<file path="src/rtl/btn_debounce_500hz.sv">
// btn_debounce_500hz: 500 Hz square wave to tick, plus per-button sync and debounce
// Ports:
//   clk_100MHz    in   system clock
//   reset         in   synchronous active-high reset
//   i_sq_500Hz    in   500 Hz square wave from the slow-clock divider
//   i_btn         in   raw asynchronous buttons, active-high
//   o_tick        out  one-cycle pulse per rising edge of i_sq_500Hz
//   o_btn_level   out  debounced button levels
//   o_btn_press   out  one-cycle pulse on debounced 0->1
//   o_btn_release out  one-cycle pulse on debounced 1->0
module btn_debounce_500hz #(
    parameter int N_BTN        = 4,
    parameter int STABLE_TICKS = 5
) (
    input  logic             clk_100MHz,
    input  logic             reset,
    input  logic             i_sq_500Hz,
    input  logic [N_BTN-1:0] i_btn,
    output logic             o_tick,
    output logic [N_BTN-1:0] o_btn_level,
    output logic [N_BTN-1:0] o_btn_press,
    output logic [N_BTN-1:0] o_btn_release
);
    localparam int CW = $clog2(STABLE_TICKS) + 1;
    localparam logic [CW-1:0] CNT_MAX = CW'(STABLE_TICKS - 1);

    logic             sq_cur_q, sq_cur_d;
    logic             sq_prev_q, sq_prev_d;
    logic             tick_q, tick_d;
    logic [N_BTN-1:0] s1_q, s1_d;
    logic [N_BTN-1:0] s2_q, s2_d;
    logic [N_BTN-1:0] level_q, level_d;
    logic [N_BTN-1:0] press_q, press_d;
    logic [N_BTN-1:0] release_q, release_d;
    logic [CW-1:0]    cnt_q [N_BTN];
    logic [CW-1:0]    cnt_d [N_BTN];

    always_comb begin
        // only a definite 1 counts as high, so an unsettled divider never makes a tick
        sq_cur_d  = (i_sq_500Hz === 1'b1);
        sq_prev_d = sq_cur_q;
        tick_d    = sq_cur_q & ~sq_prev_q;
        s1_d      = i_btn;
        s2_d      = s1_q;
        level_d   = level_q;
        for (int i = 0; i < N_BTN; i++) begin
            cnt_d[i] = cnt_q[i];
            if (s2_q[i] == level_q[i]) begin
                cnt_d[i] = '0;
            end else if (tick_q) begin
                if (cnt_q[i] == CNT_MAX) begin
                    level_d[i] = s2_q[i];
                    cnt_d[i]   = '0;
                end else begin
                    cnt_d[i] = cnt_q[i] + 1'b1;
                end
            end
        end
        press_d   = level_d & ~level_q;
        release_d = ~level_d & level_q;
    end

    // both wave history flops reset high so a wave already high after reset gives no tick
    always_ff @(posedge clk_100MHz) begin
        if (reset) begin
            sq_cur_q  <= 1'b1;
            sq_prev_q <= 1'b1;
            tick_q    <= 1'b0;
            s1_q      <= '0;
            s2_q      <= '0;
            level_q   <= '0;
            press_q   <= '0;
            release_q <= '0;
            for (int i = 0; i < N_BTN; i++) cnt_q[i] <= '0;
        end else begin
            sq_cur_q  <= sq_cur_d;
            sq_prev_q <= sq_prev_d;
            tick_q    <= tick_d;
            s1_q      <= s1_d;
            s2_q      <= s2_d;
            level_q   <= level_d;
            press_q   <= press_d;
            release_q <= release_d;
            for (int i = 0; i < N_BTN; i++) cnt_q[i] <= cnt_d[i];
        end
    end

    assign o_tick        = tick_q;
    assign o_btn_level   = level_q;
    assign o_btn_press   = press_q;
    assign o_btn_release = release_q;
endmodule

</file>
<file path="config.mk">
export PLATFORM = sky130hd
export DESIGN_NAME = btn_debounce_500hz
export DESIGN_NICKNAME = d
export VERILOG_FILES = /design/src/rtl/btn_debounce_500hz.sv
export SDC_FILE = /design/constraint.sdc
export NUM_CORES = 1
export LEC_CHECK = 0
export ABC_AREA = 1
export CAP_MARGIN = 20
export CELL_PAD_IN_SITES_DETAIL_PLACEMENT = 2
export CELL_PAD_IN_SITES_GLOBAL_PLACEMENT = 2
export CORE_ASPECT_RATIO = 0.8
export CORE_MARGIN = 5
export CORE_UTILIZATION = 32
export CTS_BUF_LIST = sky130_fd_sc_hd__clkbuf_8
export DETAILED_ROUTE_END_ITERATION = 16
export GPL_ROUTABILITY_DRIVEN = 0
export PLACE_DENSITY = 0.91
export RECOVER_POWER = 50
export SLEW_MARGIN = 20
export SYNTH_ARGS = -nofsm -noshare
export SYNTH_HDL_FRONTEND = slang
export SYNTH_SLANG_ARGS = --single-unit
</file>
<file path="constraint.sdc">
create_clock -name clk_100MHz -period 1.74 [get_ports clk_100MHz]
set_clock_uncertainty 0.2 [all_clocks]
set_input_delay 0.261 -clock clk_100MHz [delete_from_list [all_inputs] [get_ports clk_100MHz]]
set_output_delay 0.261 -clock clk_100MHz [all_outputs]
set_load 0.02 [all_outputs]
</file>
# After elaboration in Yosys (flattened, before gate mapping)
# Memory sizes are Yosys's and may differ from the RTL's.
# Cells that the tools add are included.
# op_classes
n_bitwise	10
eq_ne	9
muxes	31
add_sub_neg	4
# ops
cell	n
4-bit two-way mux	16
4-bit by 1-bit adder with 4-bit output (second input constant)	4
4-bit by 3-bit equality test with 1-bit output (second input constant)	4
1-bit two-way mux	15
4-bit bitwise AND	2
4-bit NOT	2
1-bit equality test	4
1-bit OR	4
1-bit bitwise AND	1
1-bit case equality test (second input constant)	1
1-bit NOT	1
# totals
ram_bits	16
inputBits	7
regBits	23
mem_count	1
output_inout_bits	13
wordCells	63
# memory_table
memory	depth	word_bits	read_ports	rd_ports_with_merged_regs	wr	line	rtl
cnt_q	4	4	4	0	4	35	logic [CW-1:0] cnt_q [N_BTN];

# Longest topological paths before layout
# depth
ltp_word	6
mapped_depth	7
mapped_depth_nobuf	7

# Least setup slack after synthesis
# Ideal clock, no wire load.
# synth_path
path_kind	register -> register
start	register tick_q (netlist: o_tick)
end	memory cnt_q[0][3] in the netlist's numbering
path_buffers	1
setup_ns	0.114
setup_slack_ns	0.409
required_ns	1.426
period_less_slack_ns	1.331
t_arrival_ns	1.017
stages_incl_launch_ff	7
cell_sequence	dfxtp_1 buf_4 nand2_1 nor2_2 inv_1 nand2_1 nor2_1
# synth_lines
item	line	rtl
start: declaration	29	logic tick_q, tick_d;
start signal: assignment	78	tick_q <= tick_d;
end: declaration	35	

# Final worst setup path
# layout_path
start	register release_q[3] (netlist: o_btn_release[3])
end	output port o_btn_release[3]
# layout_lines
item	line	rtl
start: declaration	34	logic [N_BTN-1:0] release_q, release_d;
start signal: assignment	83	release_q <= release_d;
end: declaration	22	output logic [N_BTN-1:0] o_btn_release
# No word-level cell between the ends.

==> key figures <==
Timing
  – Max frequency: 0.593 GHz
  – Final cycle utilization of the critical path: 96.8%
  – Minimum clock period: 1690 ps
  – Final setup viols: 0
  – Relative slew slack: 50.8%
  – Setup WS post-layout: 54.8 ps
  – Actual slew at the worst max-slew pin: ~740 ps
  – Final setup TNS: 0 ps
  – RSZ-0062 raised after global routing: false
  – Final Hold Fails: 0
  – Pins Over Slew Limit: 0
  – Hold Slack: 203 ps

Synth
  – Asr flop ratio synth: 0%
  – Simple-gate portion of the synthesized area: 32.3%
  – Synthesis Warnings: 0
  – Mux cell area share after synthesis: 0%
  – Seq/Total Area, Yosys: between 40% and 50%
  – Synth Instances: 234
  – Syn_area_per_cell: around 7 um2
  – Synth top area cells: dfxtp_1 46%, nand2_1 13%, nor2_1 10%, inv_1 8.7%, ha_1 6.0%
  – Synthesized area: 0.00168 mm2
  – Top-area cell type share of the netlist area: between 40 and 50%
  – Most common cell in the synthesized netlist: nand2_1
  – Largest family of logic cells by synthesized area: simple AND/OR/NAND/NOR gates
  – Number of synthesized flops with an enable pin: 0
  – Synth Area in XOR/XNOR: 1.04%
  – FF+latch count, synth: 39
  – Area share of fa/ha/maj cells after synthesis: 5.96%
  – Most frequent cells after synthesis: 59 x nand2_1, 45 x nor2_1, 39 x dfxtp_1, 39 x inv_1
  – Post-synthesis cell type count: 20
  – Synth area leader: dfxtp_1
  – Post-Synthesis Net Count: between 200 and 250
  – Synth Area in Compound Gates: 2.98%
  – Post-synth top flop: dfxtp_1

Clocking
  – CTS Buf Count: 5
  – Max Buffers Root-to-Sink: 2
  – # clock sinks: 39
  – Clock-pin slew on the worst setup and hold paths: 80 ps
  – Worst-Skew Late Latency: 300 ps
  – Clock root cell: clkbuf_8
  – CTS tree: yes
  – CTS H-tree depth: 2

Outcome
  – Status: completed

Drt
  – 1st-iter DRT viols: 52
  – Final WL: 5290 um
  – Avg WL per Cell: between 15 and 20 um
  – Via count: 1505
  – DR vias/cell: between 4 and 5
  – Detail Route Antenna Nets: 0
  – TritonRoute pass-1 iters: 4
  – Residual DRC: 0

Finish
  – Fin cells: 321
  – Area Overhead vs Synth: 20.1%
  – Antenna Cells: 0
  – Final nets: 273
  – Cell area after layout: 0.00202 mm2
  – Share of cells above drive strength 1: about 5.0%
  – Core Util, Final: approximately 40%

Placement
  – Cell Area, Placed: 0.00194 mm2
  – Buffers on Ports: 19
  – Final HPWL DP: 3750 um
  – Dpl ws: 46.6 ps
  – Placed cells: 313

Worst setup path
  – Worst path depth: 1
  – Worst setup path category: reg -> out
  – Critical path buffers and inverters: 1
  – Reg2Reg Depth: 7
  – Worst reg2reg setup slack: 190 ps
  – End of the critical path: o_btn_release[3]
  – CP max stage delay: approximately 600 ps
  – Worst path cell trace: clkdlybuf4s50_1
  – Max Fanout on Critical Path: 1
  – CP top delay family: buffers and inverters
  – Worst path slowest cell: clkdlybuf4s50_1
  – Worst Setup Start Kind: flip-flop
  – Crit path required time: 1280 ps
  – Data arrival time of the worst path: 1220 ps
  – FF-to-FF End: cnt_q[0][3]$_SDFFE_PP0P_
  – Worst R2R Start: cnt_q[0][1]$_SDFFE_PP0P_
  – Critical Path End Type: output port
  – CP Launch Point: o_btn_release[3]$_SDFF_PP0_

Floorplan
  – Die width: 91.0 um
  – Die area: around 0.0068 mm2
  – I/O pins: 20
  – Total core area: 0.00504 mm2
  – Row cnt: 23
  – Die Y: 74.8 um
  – Initial core utilization: 33.3%

Power and ir drop
  – Tot Pwr: roughly 1.7 mW
  – Worst IR Drop VDD: 0.507 mV
  – Pleak: around 0.86 nW
  – Pwr/cell area: 820 mW/mm2

Min path
  – Hold depth: 1
  – Hold Crit Class: reg -> reg

GRT
  – Vias in the first global route: 1736
  – Global-route wire length before repair: ~9000 um
  – Global Route Usage Sum: 17.3%
  – Largest net degree at the start of global routing: 24
  – Initial antenna violation count: 0
  – Gr ovfl total: 0

Flow run
  – Max_cap viols: 0
[report_power, final]
| part | switching, mW | total (mW) | internal [mW] |
|---|---|---|---|
| clock network | 0.324 | 0.680 | 0.356 |
| logic | 0.0368 | 0.0621 | 0.0252 |
| registers | 0.00815 | 0.912 | 0.903 |
| total | 0.369 | 1.65 | 1.28 |
[sequential cells by signal (all words and copies together) (netlist names)]
signal / count
cnt_q: 16
sq_prev_q: 1
o_tick: 1
s1_q: 4
sq_cur_q: 1
o_btn_release: 4
o_btn_level: 4
s2_q: 4
o_btn_press: 4
[layout by cell type (no fill, tap or decap), types with 5 or more instances in the layout]
cell	synthesis	layout
dfxtp_1	39	39
nand3_1	8	8
inv_1	39	41
clkbuf_8	0	7
nor2_1	45	47
nand2_1	59	59
ha_1	8	8
nor3_1	5	5
clkdlybuf4s50_1	0	13
[cell families (layout without fill, tap and decap cells)]
family	Yosys count	after routing
AND/OR/NAND/NOR	130	130
buffers and inverters	45	70
flip-flops	39	39
AO/OA/AOI/OAI	10	10
adder cells (fa/ha/maj)	8	8
XOR/XNOR	2	2
[cell type report]
type	count	area (um2)
Fill cell	592	3020
Sequential cell	39	781
Multi-Input combinational cell	150	704
Timing Repair Buffer	22	204
Inverter	40	150
Clock buffer	7	96.3
Tap cell	62	77.6
Clock inverter	1	3.75
[how the worst min path moves through the flow]
stage,slack (ps),to,startpoint
final,200,o_tick$_SDFF_PP0_,sq_prev_q$_SDFF_PP1_
after global routing,220,o_tick$_SDFF_PP0_,sq_prev_q$_SDFF_PP1_
after CTS,210,o_tick$_SDFF_PP0_,sq_prev_q$_SDFF_PP1_
after detailed placement,200,o_tick$_SDFF_PP0_,sq_prev_q$_SDFF_PP1_
after global placement,190,s2_q[0]$_SDFF_PP0_,s1_q[0]$_SDFF_PP0_
after floorplan,160,sq_cur_q$_SDFF_PP1_,i_sq_500Hz
[timing repair]
| item | in CTS | in global routing |
|---|---|---|
| buffers inserted | 0 | 0 |
| hold buffers | 0 | 0 |
| gates resized for setup | 4 | 2 |
| endpoints found under the setup margin | 4 | 2 |
[per-layer routing]
| metal | vias up | wire length (um) | track usage [%] |
|---|---|---|---|
| met4 | 0 | 55 | 5.37 |
| met5 | - | 0 | 0 |
| li1 | 739 | - | - |
| met1 | 743 | 2430 | 20.7 |
| met2 | 19 | 2630 | 31.0 |
| met3 | 4 | 172 | 4.20 |
No activity file was read; power rests on OpenSTA's default activity.
